==> config.mk <==
export PLATFORM = sky130hd
export DESIGN_NAME = time_set_editor
export DESIGN_NICKNAME = d
export VERILOG_FILES = /design/src/rtl/time_set_editor.sv
export SDC_FILE = /design/constraint.sdc
export NUM_CORES = 1
export LEC_CHECK = 0
export ABC_AREA = 1
export BUFFER_PORTS_ARGS = -buffer_cell sky130_fd_sc_hd__buf_4
export CAP_MARGIN = 40
export CORE_MARGIN = 2
export CORE_UTILIZATION = 55
export DETAILED_ROUTE_END_ITERATION = 8
export PLACE_DENSITY = 0.77
export SETUP_SLACK_MARGIN = 0.4
export SYNTH_ARGS = -nofsm -noshare
export SYNTH_HDL_FRONTEND = slang
export SYNTH_SLANG_ARGS = --single-unit
==> constraint.sdc <==
create_clock -name clk_i -period 2.1 [get_ports clk_i]
set_input_delay 0.105 -clock clk_i [delete_from_list [all_inputs] [get_ports clk_i]]
set_output_delay 0.105 -clock clk_i [all_outputs]
set_load 0.1 [all_outputs]
==> src/rtl/time_set_editor.sv <==
// Button-driven hours/minutes/seconds editor: debounces five push-buttons,
// edits a local copy of the time and commits it with a one-cycle set_time strobe.
module time_set_editor #(
    parameter int DEBOUNCE_MS = 20,
    parameter int TIMEOUT_MS  = 10000,
    parameter int HR_MAX      = 23
) (
    input  logic       clk_i,
    input  logic       reset_i,
    input  logic       tick_1khz,
    input  logic       b_enter,
    input  logic       b_left,
    input  logic       b_right,
    input  logic       b_up,
    input  logic       b_down,
    input  logic [5:0] cur_hrs,
    input  logic [5:0] cur_min,
    input  logic [5:0] cur_sec,
    output logic [5:0] set_hrs,
    output logic [5:0] set_min,
    output logic [5:0] set_sec,
    output logic       set_time,
    output logic       editing,
    output logic [1:0] field_sel,
    output logic       blink
);
    localparam int DB_W = $clog2(DEBOUNCE_MS + 1);
    localparam int TO_W = $clog2(TIMEOUT_MS + 1);
    localparam logic [DB_W-1:0] DB_LAST    = DB_W'(DEBOUNCE_MS - 1);
    localparam logic [TO_W-1:0] TO_LAST    = TO_W'(TIMEOUT_MS - 1);
    localparam logic [5:0]      HR_HI      = 6'(HR_MAX);
    localparam logic [5:0]      HR_LO      = (HR_MAX == 12) ? 6'd1 : 6'd0;
    localparam logic [5:0]      MS_HI      = 6'd59;
    localparam logic [7:0]      BLINK_LAST = 8'd249;

    typedef enum logic [1:0] {ST_IDLE, ST_EDIT, ST_COMMIT} state_t;

    function automatic logic [5:0] wrap_inc(input logic [5:0] v, input logic [5:0] lo,
                                            input logic [5:0] hi);
        return (v >= hi || v < lo) ? lo : v + 6'd1;
    endfunction

    function automatic logic [5:0] wrap_dec(input logic [5:0] v, input logic [5:0] lo,
                                            input logic [5:0] hi);
        return (v <= lo || v > hi) ? hi : v - 6'd1;
    endfunction

    function automatic logic [5:0] clamp(input logic [5:0] v, input logic [5:0] lo,
                                         input logic [5:0] hi);
        return (v > hi) ? hi : ((v < lo) ? lo : v);
    endfunction

    // Button bit order doubles as arbitration priority: bit 0 wins.
    logic [4:0] btn_raw, sync1_q, sync2_q, stable_w, stable_prev_q, press;
    assign btn_raw = {b_right, b_left, b_down, b_up, b_enter};

    always_ff @(posedge clk_i) begin
        if (reset_i) begin
            sync1_q       <= '0;
            sync2_q       <= '0;
            stable_prev_q <= '0;
        end else begin
            sync1_q       <= btn_raw;
            sync2_q       <= sync1_q;
            stable_prev_q <= stable_w;
        end
    end

    for (genvar gi = 0; gi < 5; gi++) begin : g_db
        logic [DB_W-1:0] cnt_q, cnt_d;
        logic            stable_q, stable_d;

        always_comb begin
            cnt_d    = cnt_q;
            stable_d = stable_q;
            if (sync2_q[gi] == stable_q) begin
                cnt_d = '0;
            end else if (tick_1khz) begin
                if (cnt_q == DB_LAST) begin
                    stable_d = sync2_q[gi];
                    cnt_d    = '0;
                end else begin
                    cnt_d = cnt_q + 1'b1;
                end
            end
        end

        always_ff @(posedge clk_i) begin
            if (reset_i) begin
                cnt_q    <= '0;
                stable_q <= 1'b0;
            end else begin
                cnt_q    <= cnt_d;
                stable_q <= stable_d;
            end
        end

        assign stable_w[gi] = stable_q;
    end

    assign press = stable_w & ~stable_prev_q;

    state_t          state_q, state_d;
    logic [5:0]      hrs_q, hrs_d, min_q, min_d, sec_q, sec_d;
    logic [1:0]      field_q, field_d;
    logic [TO_W-1:0] to_cnt_q, to_cnt_d;
    logic [7:0]      blink_cnt_q;
    logic            blink_q, set_time_q, editing_q;
    logic [5:0]      set_hrs_q, set_min_q, set_sec_q;

    always_comb begin
        state_d  = state_q;
        hrs_d    = hrs_q;
        min_d    = min_q;
        sec_d    = sec_q;
        field_d  = field_q;
        to_cnt_d = to_cnt_q;
        case (state_q)
            ST_IDLE: begin
                if (press[0]) begin
                    hrs_d    = clamp(cur_hrs, HR_LO, HR_HI);
                    min_d    = cur_min;
                    sec_d    = cur_sec;
                    field_d  = 2'd0;
                    to_cnt_d = '0;
                    state_d  = ST_EDIT;
                end
            end
            ST_EDIT: begin
                if (press[0]) begin
                    state_d = ST_COMMIT;
                end else if (press[1] || press[2]) begin
                    case (field_q)
                        2'd0:    hrs_d = press[1] ? wrap_inc(hrs_q, HR_LO, HR_HI)
                                                  : wrap_dec(hrs_q, HR_LO, HR_HI);
                        2'd1:    min_d = press[1] ? wrap_inc(min_q, 6'd0, MS_HI)
                                                  : wrap_dec(min_q, 6'd0, MS_HI);
                        default: sec_d = press[1] ? wrap_inc(sec_q, 6'd0, MS_HI)
                                                  : wrap_dec(sec_q, 6'd0, MS_HI);
                    endcase
                end else if (press[3]) begin
                    field_d = (field_q == 2'd0) ? 2'd2 : field_q - 2'd1;
                end else if (press[4]) begin
                    field_d = (field_q >= 2'd2) ? 2'd0 : field_q + 2'd1;
                end
                if (|press) begin
                    to_cnt_d = '0;
                end else if (tick_1khz) begin
                    if (to_cnt_q == TO_LAST) begin
                        to_cnt_d = '0;
                        state_d  = ST_IDLE;
                    end else begin
                        to_cnt_d = to_cnt_q + 1'b1;
                    end
                end
            end
            ST_COMMIT: state_d = ST_IDLE;
            default:   state_d = ST_IDLE;
        endcase
    end

    always_ff @(posedge clk_i) begin
        if (reset_i) begin
            state_q     <= ST_IDLE;
            hrs_q       <= HR_LO;
            min_q       <= '0;
            sec_q       <= '0;
            field_q     <= '0;
            to_cnt_q    <= '0;
            blink_cnt_q <= '0;
            blink_q     <= 1'b0;
            set_hrs_q   <= HR_LO;
            set_min_q   <= '0;
            set_sec_q   <= '0;
            set_time_q  <= 1'b0;
            editing_q   <= 1'b0;
        end else begin
            state_q    <= state_d;
            hrs_q      <= hrs_d;
            min_q      <= min_d;
            sec_q      <= sec_d;
            field_q    <= field_d;
            to_cnt_q   <= to_cnt_d;
            set_time_q <= (state_q == ST_COMMIT);
            editing_q  <= (state_d == ST_EDIT);
            if (state_q == ST_COMMIT) begin
                set_hrs_q <= hrs_q;
                set_min_q <= min_q;
                set_sec_q <= sec_q;
            end
            // Blink phase restarts on every entry into EDIT.
            if (state_d != ST_EDIT || state_q != ST_EDIT) begin
                blink_cnt_q <= '0;
                blink_q     <= 1'b0;
            end else if (tick_1khz) begin
                if (blink_cnt_q == BLINK_LAST) begin
                    blink_cnt_q <= '0;
                    blink_q     <= ~blink_q;
                end else begin
                    blink_cnt_q <= blink_cnt_q + 8'd1;
                end
            end
        end
    end

    assign set_hrs   = set_hrs_q;
    assign set_min   = set_min_q;
    assign set_sec   = set_sec_q;
    assign set_time  = set_time_q;
    assign editing   = editing_q;
    assign field_sel = field_q;
    assign blink     = blink_q;
endmodule
* After elaboration in Yosys (flattened, before gate mapping)
Cells that the tools add are included.
** Word-level totals
- Register bits after elaboration :: 110
- Latch bits :: 0
- Bits in writable memories :: 0
- Memory bits (read-only) :: 0
- Input bits :: 26
- Output and inout bits :: 23
- Word-level logic and storage cells :: 172
- Memories :: 0
** Operators by class
- Add/subtract/negate cells :: 15
- Multipliers :: 0
- Divide/modulo/power cells :: 0
- Order comparisons :: 15
- Equality and inequality tests :: 27
- Shift-type cells :: 0
- Multiplexer cells :: 51
- Bitwise gates (word level) :: 8
- Reduce and logical (&&, ||, !) cells :: 30
** Operators with widths (number)
- 2-to-1 mux 6 bit :: 23
- 2-to-1 mux 14 bit :: 4
- one-hot mux 6 bit (2 select lines) :: 3
- one-hot mux 14 bit (2 select lines) :: 1
- adder 5 x 1 -> 5 bit, second input constant :: 5
- == test 5 bit, second input constant :: 5
- 2-to-1 mux 5 bit :: 5
- < comparator 6 x 1 -> 1 bit, second input constant :: 4
- 2-to-1 mux 2 bit :: 12
- AND reduction 5 bit :: 4
- adder 6 x 1 -> 6 bit, second input constant :: 3
- <= comparator 6 x 1 -> 1 bit, second input constant :: 3
- AND reduction 3 bit :: 6
- subtractor 6 x 1 -> 6 bit, second input constant :: 3
- adder 14 x 1 -> 14 bit, second input constant :: 1
- == test 14 bit, second input constant :: 1
- OR reduction 2 bit :: 7
- >= comparator 6 bit, second input constant :: 2
- greater-than comparator 6 x 5 -> 1 bit, second input constant :: 2
- greater-than comparator 6 bit, second input constant :: 2
- inequality test 2 bit, second input constant :: 6
- adder 8 x 1 -> 8 bit, second input constant :: 1
- == test 8 bit, second input constant :: 1
- logical OR 1 bit :: 8
- other kinds (18) :: 34

* Depth between registers and ports, before layout
Gate-level depths: netlist of run 1.
- Word-level depth :: 10
- Depth in mapped cells :: 11
- Gate-level depth less buffers :: 10

* Worst setup path after synthesis of run 1
Ideal clock, no wire load.
- Path type :: flip-flop to flip-flop
- Start :: register field_q[0], in the netlist field_sel[0]
- End :: register sec_q[3]
- Setup time :: 0.115 ns
- Arrival :: 2.123 ns
- Data required time :: 1.985 ns
- Path slack :: -0.137 ns
- Stages on the path, launching flop included :: 10
- Path buffers :: 0
- Clock period less this slack :: 2.237 ns
- Path through :: dfxtp_1 -> inv_1 -> ha_1 -> nor2_1 -> nor2_1 -> nor2_1 -> nand2_2 -> inv_2 -> o21ai_0 -> o21a_1
** On the way
- Cells in the longest elaborated chain, start to end :: 4
- Elaborated cells on any way between the ends :: 5
- Those cells by class :: eq/ne: 2; reduce/logical: 3
** RTL lines
- start: declaration :: line 105 : logic [1:0] field_q, field_d;
- start signal: assignment :: line 182 : field_q <= field_d;
- == test 2 x 1 -> 1 bit / logical NOT 2 bit (equally long branches) :: line 133 : case (field_q)
- OR reduction 2 bit (no line) (*)
- inequality test 2 bit (no line) (*)
- AND reduction 5 bit (no line) (*)
- end signal: assignment :: line 167 : sec_q <= '0;
- end signal: assignment :: line 181 : sec_q <= sec_d;
- end: declaration :: line 104 : logic [5:0] hrs_q, hrs_d, min_q, min_d, sec_q, sec_d;
Every way passes the cells marked *; elsewhere a longest branch is shown, timed or not.
A chain may end at the register's enable or synchronous reset.

* Worst setup path in the final report of run 1
Same ends and word-level chain as after synthesis.

==> run metrics, run 1 <==
Reg2Reg Setup Slack 510 ps; worst r2r src field_sel[0]; GR Layer Usage met3 3.68%; antenna-violating nets left 0; WL final 13,100 um; setup TNS 0 ps; post-synthesis instance total 838; DRT iter0 DRCs 281; Mapped Nets 886; met2 usage 41.8%; Placed Cells 1,006; leading area contributor after synthesis dfxtp_1; Crit. End Element flip-flop; Setup Viol. Count Final 0; drt drc 0; Avg Cell Area, Syn 6.83 um^2; nets 935; Synth Warn # 0; largest fanout on the critical path 8; setup ws final 506 ps; first-pass GRT wire length 22,600 um; Die Y 106 um; GR Layer Usage met1 31.2%; Die X 106 um; slowest stage cell, crit path dfxtp_4; hold path start cur_min[3]; Initial Util 55.9%; worst reg2reg path depth 9; drt first pass iters 5; post-synth cell types 35; vias per inst 5.23; die footprint 11,200 um^2; unrepaired setup endpoints after global routing no; dominant cells by area after synthesis dfxtp_1 (38%), nand2_1 (9.8%), nor2_1 (8.5%), inv_1 (6.3%), o21ai_0 (5.6%); Lkg Pwr 0.00281 uW; WP data arrival 1870 ps; pwr dens 536 nW/um^2; clock-pin slew of the registers on the worst-case setup and hold paths 100 ps; Hold EP min_q[3]; Worst-Margin Slew 424 ps; root buf cell clkbuf_8; CP most frequent cell nor2_1; HP Class in2reg; Yosys top cell area share 38.5%; worst path required time 2380 ps; # IOs 49; Core Region 10,200 um^2; fin. max-slew vios 0; Post-Syn Area 5720 um^2; Final Skew 9.33 ps; gr busiest metal met2; clock tree from TritonCTS done; GP Congestion 0.876; status finished, final reports clean; VDD IR max 0.000297 V; RR Endpoint sec_q[3]; Total Routing Usage GR 24.4%; fin cells 1,028; H-tree depth 3; CTS Sinks 110; fmax 627 MHz; FF+latch count, synth 110; Setup WS pre-CTS 398 ps; drt wl/cell 12.7 um; smallest hold slack 26.7 ps; Antenna Diode Count 0; antenna violations before repair 0; share of cells above drive strength 1 12.8%; Final Hold Viols 0; detailed-placement wirelength estimate 9620 um; Vias 5,376; Layout area overhead 13.3%; pin count of the biggest net entering global routing 32; sequential element share of the synthesized area 38.5%; worst skew pair latency 380 ps; grt ovf 0; maxcap violations 0; CP startpoint kind flip-flop; crit-path cells inv_1 > ha_1 > nor2_2 > nor2_1 > nor2_1 > nand2_2 > inv_4 > o21ai_0 > o21a_1; final worst path period share 75.9%; Worst Path Class, Setup reg2reg; PortBufs 48; hold path depth 5; Num CTS Buffers 9; Largest stage delay, worst path 390 ps; Period minus WS final 1590 ps; vias in the first global route 5,036; normalized max-slew margin 71.7%; # rows 37; Clock Tree Buf Depth 2
==> layout make-up <==
class / count / area (um^2)
flip-flops and latches: 110 / 2210
clock inverters: 4 / 28.8
inverters: 103 / 392
clock buffers: 12 / 156
repair buffers: 64 / 493
well taps: 136 / 170
multi-input cells: 599 / 3030
fillers: 920 / 3740
==> layer usage <==
metal	vias to the layer above	wire [um]	share of wire, %
li1	2798	-	-
met1	2414	5920	45
met2	141	6310	48
met3	23	578	4.4
met4	0	297	2.3
met5	-	0	0
==> Yosys cell counts (all sizes together) <==
library cell / n
or2: 11
o211ai: 2
nor2: 133
xnor2: 3
nand3b: 2
xor2: 20
nand4: 23
ha: 22
inv: 101
nor3b: 1
buf: 11
a21o: 1
and3: 2
and2: 1
clkinv: 2
dfxtp: 110
a21oi: 64
a22oi: 1
o21bai: 2
clkbuf: 15
nand2: 157
o21a: 1
nor3: 27
nand3: 62
o21ai: 64
==> cell usage in the layout (no fill, tap or decap), drive strengths merged, types with 11 or more instances in the layout <==
cell and count:
nand2 157, nor2 133, dfxtp 110, inv 102, a21oi 64, o21ai 64, nand3 62, buf 59
nor3 27, nand4 23, ha 22, xor2 20, clkbuf 12, or2 11
==> stage by stage <==
stage               util [%]  total power (uW)  instance area, um^2
finish                  63.4              3470                 6490
global placement        60.8              2280                 6220
CTS                     63.1              3500                 6450
global route            63.4              3610                 6490
detailed placement      60.8              2280                 6220
floorplan                  -              2220                 5730
==> cell families (layout without fill, tap and decap cells) <==
logic type,after synthesis,after routing,synth area share (%)
adders and majority gates,22,22,4.81
buffers and inverters,129,183,8.85
AOI/OAI and AO/OA,135,135,12.3
and+or+nand+nor,419,419,32.0
DFF,110,110,38.5
xor gates and xnor gates,23,23,3.52
==> timing repair <==
item	in CTS	in global routing
hold buffers	5	0
resized for setup	1	15
buffers inserted	0	1
endpoints found under the hold margin	5	0
pin swaps	0	1
endpoints found under the setup margin	2	34
==> worst max-delay path: cells and delay by family (launching register included) <==
family / cells / cell delay [ps]
buffers and inverters: 2 / 180
and+or+nand+nor: 4 / 420
AOI/OAI and AO/OA: 2 / 280
adders and majority gates: 1 / 230
DFF: 1 / 390
==> worst max-delay path by stage <==
stage,endpoint,slack (ps),depth (start not counted),startpoint
6_report,sec_q[3],510,9,field_sel[0]
5_1_grt,sec_q[3],400,9,field_sel[0]
4_1_cts,sec_q[3],450,9,field_sel[0]
3_5_place_dp,hrs_q[1],400,7,g_db[0].stable_q
3_3_place_gp,hrs_q[1],410,7,g_db[0].stable_q
2_1_floorplan,sec_q[3],420,9,field_sel[0]
==> registers in the layout, summed over array words and instances, names as in the netlist, 2 cells and up <==
name and count:
g_db.stable_q 5, to_cnt_q 14, set_hrs 6, hrs_q 6
min_q 6, sec_q 6, g_db.cnt_q 25, stable_prev_q 5
set_min 6, sync2_q 5, blink_cnt_q 8, field_sel 2
state_q 2, set_sec 6, sync1_q 5
==> power by group <==
group	internal [uW]	switching (uW)	total [uW]
registers	2090	5.47	2100
clock network	508	727	1240
logic	65.4	75.1	140
total	2670	808	3470
Note: power is estimated with default switching activity, not from simulation.
==> run 2, diff against run 1 <==
- clock period: 2.1 -> 1.6 ns (I/O delays scaled with it)
==> run 2 against run 1 <==
  * First-iteration DRC count grew 89%
  * Critical endpoint is now to_cnt_q[3]
  * Die area is the same
  * Critical path type unchanged
  * Register-to-register slack lost 460 ps
  * Sequential share of layout area shrank 5.7 points
  * Non-clock buffer count grew 65
  * Utilization grew 16 points
  * Clock power grew 56%
  * Global-route usage grew 2.8 points
  * Critical path depth is the same
==> run metrics, run 2 (synthesis gave the netlist of run 1 again) <==
largest fanout on the critical path 6; max reg flops 25; crit-path cells inv_6 > nor2_4 > nand3_2 > nor2_4 > a21oi_4 > clkbuf_16 > nand2_1 > nand3_1 > nor2_1; total power 4920 uW; Total Routing Usage GR 27.3%; Reg with most FFs g_db.cnt_q; Core Region 10,200 um^2; Crit. Startpoint state_q[0]; status finished, final reports clean; Vias 6,376; pin count of the biggest net entering global routing 34; Die Y 106 um; Largest regs g_db.cnt_q (25), to_cnt_q (14), blink_cnt_q (8); drt wl/cell 16.8 um; normalized max-slew margin 63.0%; Lkg Pwr 0.00335 uW; Clock Tree Buf Depth 2; Final Skew 12.7 ps; Largest stage delay, worst path 400 ps; Seq pwr share 55.6%; Final Hold Viols 0; Period minus WS final 1550 ps; slowest stage cell, crit path dfxtp_4; H-tree depth 3; detailed-placement wirelength estimate 10,100 um; P_sw 1150 uW; Post-DP Area 6520 um^2; share of cells above drive strength 1 38.9%; GP Congestion 0.920; DRT iter0 DRCs 531; combinational cell fraction of total power 5.0%; WL final 18,400 um; vias per inst 5.82; CP most frequent cell nor2_4; antenna violations before repair 0; first-pass GRT wire length 25,100 um; Worst-Margin Slew 554 ps; maxcap violations 0; final worst path period share 97.0%; antenna-violating nets left 0; clock-pin slew of the registers on the worst-case setup and hold paths 110 ps; root buf cell clkbuf_8; grt ovf 0; cell-internal power 3770 uW; most frequent cells in the layout nand2_1 (121), buf_4 (97), nor2_1 (94); hold path start cur_hrs[1]; commonest non-fill, non-tap cell in the layout nand2_1; die footprint 11,200 um^2; drt drc 0; nets 1,002; sw frac 23.4%; fmax 644 MHz; CP startpoint kind flip-flop; fin. max-slew vios 0; Antenna Diode Count 0; VDD IR max 0.000537 V; Initial Util 55.9%; WP data arrival 1900 ps; pwr dens 607 nW/um^2; Die X 106 um; Worst Path Class, Setup reg2reg; Layout area overhead 41.7%; # rows 37; worst path required time 1940 ps; drt first pass iters 6; Crit. End Element flip-flop; Clk pwr share 39.3%; # IOs 49; clock tree from TritonCTS done; post-route cell area 8110 um^2; unrepaired setup endpoints after global routing yes; HP Class in2reg; Setup Viol. Count Final 0; PortBufs 48; CTS Sinks 110; worst skew pair latency 400 ps; vias in the first global route 5,756; Num CTS Buffers 9; worst r2r src state_q[0]
-- run 2: cell count changes in the layout (fill, tap and decap cells not counted), sizes merged --
cell / change
buf: +55
bufinv: +2
clkbuf: +2
clkinv: +1
dlygate4sd3: +7
inv: -1
nand3: +1
-- run 2: final cells by class --
cell class / count / area, um^2
fillers: 647 / 2120
inverters: 103 / 429
clock buffers: 11 / 141
clock inverters: 5 / 81.3
flip-flops and latches: 110 / 2300
repair inverters: 1 / 7.51
multi-input cells: 600 / 3810
repair buffers: 129 / 1170
well taps: 136 / 170
-- run 2: power groups by stage --
| stage | clock network (uW) | logic, uW | registers (uW) |
|---|---|---|---|
| after global routing | 2020 | 266 | 2740 |
| after CTS | 1910 | 218 | 2750 |
| final | 1940 | 247 | 2740 |
| after detailed placement | 0 | 185 | 2820 |
| after floorplan | 0 | 100 | 2810 |
| after global placement | 0 | 180 | 2820 |
-- run 2: layer usage --
layer / vias up / part of all wire [%] / track usage (%) / wire (um)
met5: - / 0 / 0 / 0
met4: 0 / 5.2 / 11.1 / 950
met3: 90 / 5.3 / 4.05 / 977
met2: 299 / 51 / 49.8 / 9310
met1: 3028 / 39 / 31.8 / 7190
li1: 2959 / - / - / -
-- run 2: worst max-delay path: cells and delay by family, from the launching register on --
| kind | cells | cell delay [ps] |
|---|---|---|
| AO/OA/AOI/OAI | 1 | 140 |
| buffers and inverters | 2 | 230 |
| flip-flops | 1 | 400 |
| AND/OR/NAND/NOR | 6 | 730 |
-- run 2: final timing paths --
| check | slack [ps] | cells past startpoint | to |
|---|---|---|---|
| max | 50 | 9 | to_cnt_q[3] |
| min | 10 | 5 | hrs_q[1] |
| max reg2reg | 50 | 9 | to_cnt_q[3] |
| min reg2reg | 420 | 2 | sync2_q[2] |
-- run 2: repair_timing --
action | CTS | global route
pin swaps | 34 | 54
hold buffers | 12 | 0
hold endpoints to repair | 19 | 0
resized for setup | 102 | 160
buffers inserted | 27 | 17
cloned | 1 | 4
endpoints found under the setup margin | 71 | 78
-- run 2: per-stage QoR --
step	hold WS [ps]	util (%)	std cells	setup TNS [ps]	worst slack (ps)
4_1_cts	1.94	71.9	1074	0	148
3_5_place_dp	290	63.7	1018	0	43.1
3_3_place_gp	279	63.7	1018	0	85.7
5_1_grt	40.9	79.3	1095	-2.62	-2.62
2_1_floorplan	187	-	838	0	70.1
6_report	14.8	79.3	1095	0	47.4
